==> config.mk <==
export PLATFORM = sky130hd
export DESIGN_NAME = result_fifo
export DESIGN_NICKNAME = d
export VERILOG_FILES = /design/src/rtl/sha_check_pkg.sv /design/src/rtl/sha_result_checker_fifo.sv
export SDC_FILE = /design/constraint.sdc
export NUM_CORES = 1
export LEC_CHECK = 0
export CAP_MARGIN = 20
export CORE_AREA = 4 4 115 117
export CTS_CLUSTER_SIZE = 10
export DETAILED_ROUTE_END_ITERATION = 16
export DIE_AREA = 0 0 119 121
export PLACE_DENSITY_LB_ADDON = 0.2
export RECOVER_POWER = 25
export SLEW_MARGIN = 20
export SYNTH_ARGS = -nofsm -noshare
export SYNTH_HDL_FRONTEND = slang
export SYNTH_SLANG_ARGS = --single-unit
==> constraint.sdc <==
create_clock -name clk -period 7.4 [get_ports clk]
set_input_delay 1.48 -clock clk [delete_from_list [all_inputs] [get_ports clk]]
set_output_delay 1.48 -clock clk [all_outputs]
set_load 0.1 [all_outputs]
==> src/rtl/sha_check_pkg.sv <==
// Shared types and constants for the SHA result checker: hash/nonce words,
// the queued result entry and the front-end state encoding.
package sha_check_pkg;

  localparam int RESULT_BLKID_W = 8;

  typedef logic [255:0] hash_t;
  typedef logic [31:0]  nonce_t;

  localparam nonce_t NONCE_MAX = 32'hFFFF_FFFF;

  typedef struct packed {
    nonce_t                    nonce;
    logic [RESULT_BLKID_W-1:0] blkId;
  } result_t;

  typedef enum logic {
    IDLE   = 1'b0,
    ACTIVE = 1'b1
  } state_e;

endpackage

==> src/rtl/sha_result_checker_fifo.sv <==
// Synchronous FIFO with flush and a first-word-fall-through head. Flush wins
// over pop; a push in the flush cycle lands in the freshly emptied queue.
module result_fifo
  import sha_check_pkg::*;
#(
  parameter int  DEPTH   = 4,
  parameter type entry_t = result_t
) (
  input  logic   clk,
  input  logic   rst,
  input  logic   push_i,
  input  entry_t data_i,
  input  logic   pop_i,
  input  logic   flush_i,
  output entry_t head_o,
  output logic   valid_o,
  output logic   full_o
);

  localparam int AW = $clog2(DEPTH);

  logic [AW:0] wr_q, rd_q;
  entry_t      mem_q [DEPTH];
  logic        empty, do_pop, do_push;

  assign empty   = (wr_q == rd_q);
  assign full_o  = (wr_q[AW] != rd_q[AW]) && (wr_q[AW-1:0] == rd_q[AW-1:0]);
  assign do_pop  = pop_i && !empty && !flush_i;
  assign do_push = push_i && (!full_o || do_pop || flush_i);
  assign valid_o = !empty;
  // Head is masked so that every output reads zero while the queue is empty.
  assign head_o  = empty ? '0 : mem_q[rd_q[AW-1:0]];

  // NOTE: sequential state is assigned with <= so every register samples
  // pre-edge values regardless of block ordering.
  always_ff @(posedge clk or posedge rst) begin
    if (rst) begin
      wr_q <= '0;
      rd_q <= '0;
    end else if (flush_i) begin
      rd_q <= '0;
      wr_q <= {{AW{1'b0}}, push_i};
    end else begin
      if (do_push) wr_q <= wr_q + (AW+1)'(1);
      if (do_pop)  rd_q <= rd_q + (AW+1)'(1);
    end
  end

  // NOTE: storage is deliberately left without reset; validity lives in the
  // pointers, so resetting the array would only cost flops.
  always_ff @(posedge clk) begin
    if (do_push) mem_q[flush_i ? '0 : wr_q[AW-1:0]] <= data_i;
  end

endmodule

After elaboration in Yosys (flattened, before gate mapping)
Memory sizes are Yosys's and may differ from the RTL's.
Cells that the tools add are included.
{ "totals": {"register_bits": 6, "n_memories": 1, "elab_cells": 27, "inputBits": 45, "output_inout_bits": 42, "mem_bits_rw": 160} }
{ "mem_list": {"columns": ["memory", "depth", "word_bits", "read_ports", "rd_clocked_by_memory_dff", "write_ports", "line_no", "rtl"], "rows": [
  ["mem_q", 4, 40, 1, 0, 1, "sha_result_checker_fifo.sv:23", "entry_t mem_q [DEPTH];"]
]} }
{ "classes": {"mux": 8, "n_reduce_logical": 11, "n_addsub": 2, "n_eq_ne": 3} }
{ "ops": {"columns": ["cell", "count"], "rows": [
  ["40-bit 2-to-1 mux", 1],
  ["3-bit 2-to-1 mux", 4],
  ["3-bit by 1-bit adder with 3-bit output, second input constant", 2],
  ["1-bit logical AND", 4],
  ["2-bit nonzero test", 2],
  ["3-bit == test", 1],
  ["1-bit logical NOT", 3],
  ["2-bit == test", 1],
  ["1-bit logical OR", 2],
  ["1-bit 2-to-1 mux", 2],
  ["2-bit 2-to-1 mux", 1],
  ["1-bit inequality test", 1]
]} }

Longest topological paths before layout
Gate-level depths: netlist (run 1).
{ "logic_depth": {"word_depth": 9, "depth_mapped": 5, "depth_no_buf": 4} }

Worst setup path after synthesis (run 1)
Ideal clock, no wire load.
{ "synth_path": {"path_kind": "input -> register", "startpoint": "input port flush_i", "endpoint": "memory mem_q[3][0] in the netlist's numbering (enable)", "setup_slack_ns": 1.271, "path_buffers": 1, "cell_stages": 2, "arrival_time_ns": 5.591, "required_time_ns": 6.862, "setup_ns": 0.538, "path_cell_list": "clkbuf_1 -> nor4bb_1"} }
{ "synth_between": {"elab_chain_len": 7, "word_cells_on_any_way": 8, "cone_classes": "mux: 3; reduce/logical: 5"} }
{ "synth_rtl": {"columns": ["element", "line_no", "rtl"], "rows": [
  ["from (decl)", "sha_result_checker_fifo.sv:14", "input logic flush_i,"],
  ["1-bit logical NOT", "sha_result_checker_fifo.sv:28", "assign do_pop = pop_i && !empty && !flush_i;"],
  ["1-bit logical AND", "sha_result_checker_fifo.sv:28", null],
  ["1-bit logical OR (2 in series)", "sha_result_checker_fifo.sv:29", "assign do_push = push_i && (!full_o || do_pop || flush_i);"],
  ["1-bit logical AND", "sha_result_checker_fifo.sv:29", null],
  ["1-bit 2-to-1 mux (2 in series)", "sha_result_checker_fifo.sv:52", "if (do_push) mem_q[flush_i ? '0 : wr_q[AW-1:0]] <= data_i;"],
  ["to (decl)", "sha_result_checker_fifo.sv:23", null]
]} }
Parallel ways exist; a longest one is shown, timed or not.

==> results of run 1 <==
Yosys cell counts:
master       n  area (sq um)
edfxtp_1   160          4800
nor2b_1     43           269
mux4_2      40           901
buf_2        6          30.0
clkbuf_1     6          22.5
dfrtp_1      6           150
inv_1        5          18.8
nand2_1      5          18.8
buf_4        4          30.0
a21oi_1      3          15.0
mux2i_1      3          30.0
nor2_1       3          11.3
a31oi_1      2          12.5
ha_1         2          25.0
nand2b_1     2          12.5
xnor2_1      2          17.5
xor2_2       2          32.5
a2111oi_2    1          15.0
a41oi_1      1          8.76
mux2_1       1          11.3
mux2_2       1          11.3
nand4bb_1    1          11.3
nor3_1       1          5.00
nor3_2       1          10.0
nor3b_1      1          7.51
nor4_1       1          6.26
nor4bb_1     1          10.0
o41ai_1      1          8.76
o41ai_4      1          27.5
or3_1        1          6.26
xnor2_2      1          16.3
xor2_1       1          8.76
worst max path at each step:
stage                 start  depth (start not counted)          end
global route        rd_q[0]                          5   head_o[33]
detailed placement  rd_q[0]                          5    head_o[0]
global placement    rd_q[0]                          5    head_o[0]
finish              rd_q[0]                          5    head_o[0]
floorplan           flush_i                          2  mem_q[3][0]
CTS                 rd_q[0]                          5    head_o[0]
registers in the layout, summed over array words and instances (netlist names):
register / flops
wr_q: 3
mem_q: 160
rd_q: 3
tightest hold or removal path: stages, from the launching register on:
cell,delay [ps]
dfrtp_1,440
nor2_1,100
mux2_1,120
kinds of logic (layout without fill, tap and decap cells):
family | count (synthesis) | in the layout | synth area share [%]
simple gates | 60 | 60 | 5.60
mux | 45 | 45 | 14.5
other cells | 0 | 1 | 0
buf+inv | 21 | 130 | 1.54
flops | 166 | 166 | 75.5
fa+ha+maj | 2 | 2 | 0.381
compound gates | 9 | 9 | 1.33
xor+xnor | 6 | 6 | 1.14
stage by stage:
step	cell area, sq um	hold slack (ps)	total power [W]
final	8260	695	0.00318
after global placement	7670	670	0.00234
after floorplan	6570	619	0.00207
after detailed placement	7670	683	0.00234
after global routing	8260	745	0.00329
after CTS	8260	700	0.00321
final cells by class:
| type | instances | area [sq um] |
|---|---|---|
| multi-input combinational | 122 | 1570 |
| antenna | 1 | 2.50 |
| sequential | 166 | 4960 |
| clock buffer | 17 | 425 |
| tap | 172 | 215 |
| inverter | 5 | 18.8 |
| timing repair buffer | 93 | 913 |
| clock inverter | 15 | 164 |
| fill | 826 | 4100 |
routing by layer:
layer / share of wire [%] / vias up / track usage, %
met5: 0.061 / - / 0
met4: 0.76 / 2 / 7.02
met3: 5.7 / 8 / 4.34
met2: 51 / 98 / 27.0
met1: 42 / 1610 / 23.3
li1: - / 1443 / -
where the power goes:
| part | internal, W | switching (W) | total, W |
|---|---|---|---|
| Sequential | 0.00108 | 0.0000476 | 0.00113 |
| Clock | 0.000504 | 0.000362 | 0.000867 |
| Combinational | 0.000316 | 0.000867 | 0.00118 |
| Total | 0.00190 | 0.00128 | 0.00318 |
==> flow_metrics.py, run 1 <==
metrics = {
    "finish": {
        "final_cell_mix": "edfxtp_1 (160), clkdlybuf4s50_1 (62), nor2b_1 (43)",
        "area_growth_pct": 25.9,
        "fin_util_pct": 66.8,
        "layout-drive-gt1-share_pct": 21.8,
        "final_common_cell": "edfxtp_1",
        "design.final.nets": 452,
        "layout.cells.non_filler": 591,
    },
    "floorplan": {
        "rows": 41,
        "die_h_um": 121,
        "die-area_sq_um": 14400,
        "initial_core_util_pct": 53.1,
        "core_sq_um": 12400,
        "die_width_um": 119,
        "ios": 87,
    },
    "clock_network": {
        "clkSinkCount": 166,
        "post_cts_resized": 0,
        "cts_setup_buffers": 0,
        "cts_buffers": 17,
        "cts_tree": "yes",
        "clk-insertion-delay-late_ps": 410,
        "cts-root-buf": "clkbuf_16",
        "hold_buffers": 0,
        "path_clk_slew_ps": 60,
        "htree_num_levels": 4,
        "clockBufferDepth": 2,
    },
    "global_route": {
        "grt_max_degree": 46,
        "grt_pass1_wl_um": 18500,
        "grt.total_usage_pct": 17.2,
        "grt_remaining_overflow": 0,
        "grt_antenna_before_repair": 2,
        "grt_pass1_vias": 3421,
    },
    "placement": {
        "dp.cells": 558,
        "place_ws_ps": 2270,
        "port_buffers": 86,
        "gp_congestion": 0.768,
        "hpwl_um": 6720,
    },
    "timing": {
        "slew_headroom_pct": 33.4,
        "hold_viol_final": 0,
        "layout_setup_ws_ps": 2000,
        "period_share_pct": 73.0,
        "grt_setup_unrepaired": "false",
        "setup_viol": 0,
        "setup_tns_ps": 0,
        "worst_pin_slew_ps": 995,
        "fin_worst_skew_ps": 10.1,
        "period_minus_slack_ps": 5400,
        "slew_viol_final": 0,
        "max_clock_freq_mhz": 185,
    },
    "setup_path": {
        "startpoint_type": "register",
        "crit_fanout": 45,
        "crit_slowest_cell": "dfrtp_4",
        "crit-reg2reg-launch": "rd_q[0]",
        "r2r_end": "mem_q[1][30]",
        "worst_setup_path_end_kind": "output port",
        "slowest_delay_ps": 1010,
        "crit_buf_inv": 2,
        "cp.required_ps": 5920,
        "timing.critical_path.cells": "xor2_2 > nor3_4 > buf_4 > nor2b_1 > clkdlybuf4s50_1",
        "cpLargestDelayFamily": "buffers and inverters",
        "ff2ff_path_depth": 4,
        "r2r_slack_ps": 4290,
        "crit_type": "register to output port",
        "arrival_ps": 3920,
    },
    "power_and_ir_drop": {
        "cellLeakagePower_nw": 2.69,
        "powerDensity_nw_per_um2": 384,
        "ir_drop_mv": 0.261,
    },
    "hold_path": {
        "min_from": "wr_q[2]",
        "min_to": "wr_q[2]",
        "hold_path.class": "register to register",
        "holdPathStages": 2,
    },
    "drt": {
        "drc_errors": 0,
        "ant_nets": 0,
        "drt-pass1-iter-count": 4,
        "routed_wl_um": 11400,
        "via_per_inst": 5.35,
        "vias": 3161,
        "drtIter0Drc": 204,
        "wl_per_cell_um": 19.3,
    },
    "synth": {
        "yosysSeqAreaShare_pct": 75.5,
        "syn_inst": 309,
        "yosysWarningCount": 0,
        "synth_seq_cells": 166,
        "avgSynthCellArea_sq_um": 21.2,
        "synth_fp_nets": 356,
        "yosys.cell_types.count": 32,
        "syn_area_sq_um": 6570,
    },
    "run": {
        "maxCapViolCount": 0,
    },
    "run_status": {
        "run_status": "finished clean",
    },
}
No activity file was read; power rests on OpenSTA's default activity.
==> run 2: changes to the inputs <==
--- a/config.mk
+++ b/config.mk
@@ -6,10 +6,10 @@
 export NUM_CORES = 1
 export LEC_CHECK = 0
 export CAP_MARGIN = 20
-export CORE_AREA = 4 4 115 117
+export CORE_AREA = 4 4 121 123
 export CTS_CLUSTER_SIZE = 10
 export DETAILED_ROUTE_END_ITERATION = 16
-export DIE_AREA = 0 0 119 121
+export DIE_AREA = 0 0 125 127
 export PLACE_DENSITY_LB_ADDON = 0.2
 export RECOVER_POWER = 25
 export SLEW_MARGIN = 20
==> constraint.sdc (replaced) <==
create_clock -name clk -period 4.9 [get_ports clk]
set_input_delay 0.98 -clock clk [delete_from_list [all_inputs] [get_ports clk]]
set_output_delay 0.98 -clock clk [all_outputs]
set_load 0.1 [all_outputs]
==> flow_metrics.py, run 2 (synthesized netlist as in run 1, its figures left out) <==
metrics = {
    "drt": {
        "vias": 3158,
        "routed_wl_um": 11600,
        "drt-pass1-iter-count": 4,
        "wl_per_cell_um": 19.3,
        "via_per_inst": 5.26,
        "drc_errors": 0,
        "ant_nets": 0,
        "drtIter0Drc": 198,
    },
    "timing": {
        "max_clock_freq_mhz": 275,
        "setup_viol": 0,
        "fin_worst_skew_ps": 8.44,
        "setup_tns_ps": 0,
        "hold_viol_final": 0,
        "period_minus_slack_ps": 3640,
        "slew_viol_final": 0,
        "grt_setup_unrepaired": "false",
        "worst_pin_slew_ps": 901,
        "layout_setup_ws_ps": 1260,
        "period_share_pct": 74.2,
        "slew_headroom_pct": 39.9,
    },
    "floorplan": {
        "initial_core_util_pct": 48.0,
        "die_h_um": 127,
        "die_width_um": 125,
        "rows": 43,
        "ios": 87,
        "core_sq_um": 13700,
        "die-area_sq_um": 15900,
    },
    "power_and_ir_drop": {
        "ir_drop_mv": 0.325,
        "switching_share_pct": 39.9,
        "p_int_w": 0.00287,
        "p_switching_w": 0.00191,
        "cellLeakagePower_nw": 2.75,
        "powerDensity_nw_per_um2": 582,
        "seqPwrFrac_pct": 35.8,
        "p_comb_share_pct": 36.4,
        "pwr-share-clk_pct": 27.8,
    },
    "clock_network": {
        "post_cts_resized": 0,
        "htree_num_levels": 4,
        "cts_buffers": 17,
        "cts_tree": "yes",
        "clk-insertion-delay-late_ps": 410,
        "cts-root-buf": "clkbuf_16",
        "hold_buffers": 0,
        "clkSinkCount": 166,
        "cts_setup_buffers": 0,
        "path_clk_slew_ps": 60,
        "clockBufferDepth": 2,
    },
    "hold_path": {
        "hold_path.class": "register to register",
    },
    "setup_path": {
        "crit_path_frequent_cell": "buf_4",
        "cp.required_ps": 3920,
        "critical_path.startpoint": "rd_q[0]",
        "r2r_end": "mem_q[1][0]",
        "crit_slowest_cell": "dfrtp_4",
        "crit_type": "register to output port",
        "startpoint_type": "register",
        "arrival_ps": 2660,
        "timing.critical_path.cells": "xor2_2 > nor3_4 > buf_4 > nor2b_1 > buf_4",
        "ff2ff_path_depth": 4,
        "slowest_delay_ps": 990,
        "worst_setup_path_end_kind": "output port",
        "crit_fanout": 45,
        "r2r_slack_ps": 2010,
        "crit_end": "head_o[8]",
        "crit-reg2reg-launch": "rd_q[0]",
    },
    "placement": {
        "port_buffers": 86,
        "place_ws_ps": 1570,
        "gp_congestion": 0.722,
        "hpwl_um": 7270,
    },
    "finish": {
        "multi_input_area_sq_um": 1560,
        "final_common_cell": "edfxtp_1",
        "area_growth_pct": 24.9,
        "regArea_sq_um": 4960,
        "fin_util_pct": 60.0,
        "layout-drive-gt1-share_pct": 31.9,
        "design.final.nets": 454,
        "insertedDiodeCount": 0,
        "final_cell_mix": "edfxtp_1 (160), buf_4 (50), nor2b_1 (43)",
        "largest_reg_flops": 160,
        "nFillCells": 1032,
    },
    "global_route": {
        "grt_max_degree": 46,
        "grt_pass1_vias": 3431,
        "grt.total_usage_pct": 15.7,
        "grt_pass1_wl_um": 18800,
        "grt_antenna_before_repair": 1,
        "grt_remaining_overflow": 0,
    },
    "run_status": {
        "run_status": "finished clean",
    },
    "run": {
        "maxCapViolCount": 0,
    },
}
==> run 2: worst max-delay path: cells and delay by family (launching register included) <==
kind / cells / cell delay [ps]
flip-flops: 1 / 990
XOR/XNOR: 1 / 390
buffers and inverters: 2 / 570
AND/OR/NAND/NOR: 2 / 280
==> run 2: worst min path at each step <==
| stage | start | to | slack, ps | depth (start not counted) |
|---|---|---|---|---|
| 2_1_floorplan | wr_q[1] | wr_q[1] | 620 | 3 |
| 3_3_place_gp | wr_q[2] | wr_q[2] | 680 | 2 |
| 3_5_place_dp | wr_q[2] | wr_q[2] | 690 | 2 |
| 4_1_cts | wr_q[2] | wr_q[2] | 710 | 2 |
| 5_1_grt | wr_q[2] | wr_q[2] | 780 | 2 |
| 6_report | wr_q[2] | wr_q[2] | 700 | 2 |
==> run 2: metal layers <==
layer / part of all wire, % / up-vias / track usage, %
li1: - / 1438 / -
met1: 40 / 1633 / 20.2
met2: 54 / 76 / 26.3
met3: 4.7 / 9 / 4.22
met4: 0.90 / 2 / 5.36
met5: 0.11 / - / 0
==> run 2: power groups by stage <==
stage / combinational (W) / sequential (W) / clock (W)
finish: 0.00174 / 0.00171 / 0.00133
global route: 0.00180 / 0.00173 / 0.00142
CTS: 0.00176 / 0.00172 / 0.00136
detailed placement: 0.00176 / 0.00175 / 0
floorplan: 0.00145 / 0.00167 / 0
global placement: 0.00175 / 0.00174 / 0
==> run 2: layout make-up <==
class / instances / area share (%)
Clock buffer: 17 / 5.19
Clock inverter: 15 / 2.17
Timing Repair Buffer: 95 / 10.2
Sequential cell: 166 / 60.5
Inverter: 5 / 0.229
Multi-Input combinational cell: 122 / 19.0
Tap cell: 180 / 2.75
==> run 2: per-stage QoR <==
stage | power [W] | hold slack (ps) | instances | area (sq um)
6_report | 0.00477 | 704 | 600 | 8200
5_1_grt | 0.00495 | 779 | 600 | 8200
4_1_cts | 0.00484 | 708 | 600 | 8200
3_5_place_dp | 0.00350 | 693 | 568 | 7600
3_3_place_gp | 0.00349 | 676 | 568 | 7600
2_1_floorplan | 0.00313 | 619 | 309 | 6570
==> run 3: changes to the inputs <==
--- a/config.mk
+++ b/config.mk
@@ -6,10 +6,10 @@
 export NUM_CORES = 1
 export LEC_CHECK = 0
 export CAP_MARGIN = 20
-export CORE_AREA = 4 4 121 123
+export CORE_AREA = 4 4 115 117
 export CTS_CLUSTER_SIZE = 10
 export DETAILED_ROUTE_END_ITERATION = 16
-export DIE_AREA = 0 0 125 127
+export DIE_AREA = 0 0 119 121
 export PLACE_DENSITY_LB_ADDON = 0.2
 export RECOVER_POWER = 25
 export SLEW_MARGIN = 20
==> constraint.sdc (replaced) <==
create_clock -name clk -period 3.45 [get_ports clk]
set_input_delay 0.69 -clock clk [delete_from_list [all_inputs] [get_ports clk]]
set_output_delay 0.69 -clock clk [all_outputs]
set_load 0.1 [all_outputs]
==> flow_metrics.py, run 3 (synthesized netlist as in run 1, its figures left out) <==
metrics = {
    "clock_network": {
        "htree_num_levels": 4,
        "cts_buffers": 17,
        "hold_buffers": 0,
        "clockBufferDepth": 2,
        "cts-root-buf": "clkbuf_16",
        "path_clk_slew_ps": 60,
        "cts_setup_buffers": 0,
        "post_cts_resized": 0,
        "clkSinkCount": 166,
        "clk-insertion-delay-late_ps": 410,
        "cts_tree": "yes",
    },
    "floorplan": {
        "rows": 41,
        "ios": 87,
        "die_h_um": 121,
        "die_width_um": 119,
        "initial_core_util_pct": 53.1,
        "core_sq_um": 12400,
        "die-area_sq_um": 14400,
    },
    "timing": {
        "slew_headroom_pct": 58.2,
        "setup_tns_ps": 0,
        "slew_viol_final": 0,
        "worst_pin_slew_ps": 618,
        "period_minus_slack_ps": 2960,
        "grt_setup_unrepaired": "false",
        "hold_viol_final": 0,
        "fin_worst_skew_ps": 16.9,
        "max_clock_freq_mhz": 338,
        "period_share_pct": 85.7,
        "setup_viol": 0,
    },
    "drt": {
        "ant_nets": 0,
        "drc_errors": 0,
        "via_per_inst": 5.30,
        "vias": 3153,
        "wl_per_cell_um": 19.6,
        "drtIter0Drc": 209,
        "drt-pass1-iter-count": 4,
        "routed_wl_um": 11700,
    },
    "setup_path": {
        "cp.required_ps": 2760,
        "startpoint_type": "register",
        "crit_fanout": 27,
        "crit-reg2reg-launch": "wr_q[1]",
        "critical_path.startpoint": "wr_q[1]",
        "crit_type": "register to output port",
        "worst_setup_path_end_kind": "output port",
        "arrival_ps": 2270,
    },
    "global_route": {
        "grt_pass1_vias": 3417,
        "grt_remaining_overflow": 0,
        "grt.total_usage_pct": 17.3,
        "grt_pass1_wl_um": 18600,
        "grt_antenna_before_repair": 0,
        "grt_max_degree": 45,
    },
    "finish": {
        "nFillCells": 767,
        "regArea_sq_um": 4960,
        "multi_input_area_sq_um": 1580,
        "final_common_cell": "edfxtp_1",
        "fin_util_pct": 70.5,
        "area_growth_pct": 32.7,
        "insertedDiodeCount": 0,
        "design.final.nets": 457,
        "layout-drive-gt1-share_pct": 32.4,
        "largest_reg_flops": 160,
        "final_cell_mix": "edfxtp_1 (160), nor2b_1 (43), buf_12 (43)",
    },
    "hold_path": {
        "hold_path.class": "primary input to asynchronous set/reset pin",
    },
    "placement": {
        "port_buffers": 86,
        "gp_congestion": 0.766,
        "hpwl_um": 7180,
    },
    "run": {
        "maxCapViolCount": 0,
    },
    "power_and_ir_drop": {
        "powerDensity_nw_per_um2": 833,
        "cellLeakagePower_nw": 2.92,
        "ir_drop_mv": 0.590,
    },
    "run_status": {
        "run_status": "finished clean",
    },
}
-- run 3: cell type report --
cell class / instances / share of cell area [%]
inverters: 5 / 0.215
clock buffers: 17 / 4.88
clock inverters: 15 / 1.51
flip-flops and latches: 166 / 56.9
well taps: 172 / 2.47
repair buffers: 98 / 15.9
multi-input cells: 122 / 18.1
-- run 3: through the flow --
| stage | instance area [sq um] | power [W] | std cells | setup WS, ps | hold WS (ps) |
|---|---|---|---|---|---|
| floorplan | 6610 | 0.00445 | 309 | 220 | 481 |
| detailed placement | 8150 | 0.00560 | 563 | 861 | 715 |
| global placement | 8150 | 0.00557 | 563 | 900 | 673 |
| finish | 8710 | 0.00725 | 595 | 493 | 646 |
| global route | 8710 | 0.00749 | 595 | 359 | 666 |
| CTS | 8710 | 0.00733 | 595 | 435 | 510 |
-- run 3: per-layer routing --
layer | track usage (%) | share of wire [%] | routed length, um | up-vias
li1 | - | - | - | 1445
met1 | 23.1 | 43 | 5040 | 1651
met2 | 28.6 | 53 | 6210 | 55
met3 | 4.34 | 3.3 | 389 | 2
met4 | 5.21 | 0.41 | 48 | 0
met5 | 0 | 0 | 0 | -
-- run 3: critical path: stages (launching register included) --
cell	delay, ps
dfrtp_1	570
xor2_2	430
nor3_4	80
buf_4	260
nor2b_1	290
buf_12	220
-- run 3: final timing paths --
| path | endpoint | slack (ps) | depth (start not counted) |
|---|---|---|---|
| hold reg to reg | wr_q[2] | 710 | 2 |
| hold / removal | wr_q[2] | 650 | 2 |
| setup / recovery | head_o[16] | 490 | 5 |
| max in group asynchronous | rd_q[0] | 2550 | 2 |
| setup reg to reg | mem_q[3][8] | 1170 | 4 |
| min in group clk | wr_q[2] | 710 | 2 |
-- run 3: where the power goes --
group | internal (W) | switching, W
clock network | 0.000995 | 0.000742
logic | 0.00112 | 0.00205
registers | 0.00231 | 0.0000353
total | 0.00442 | 0.00283
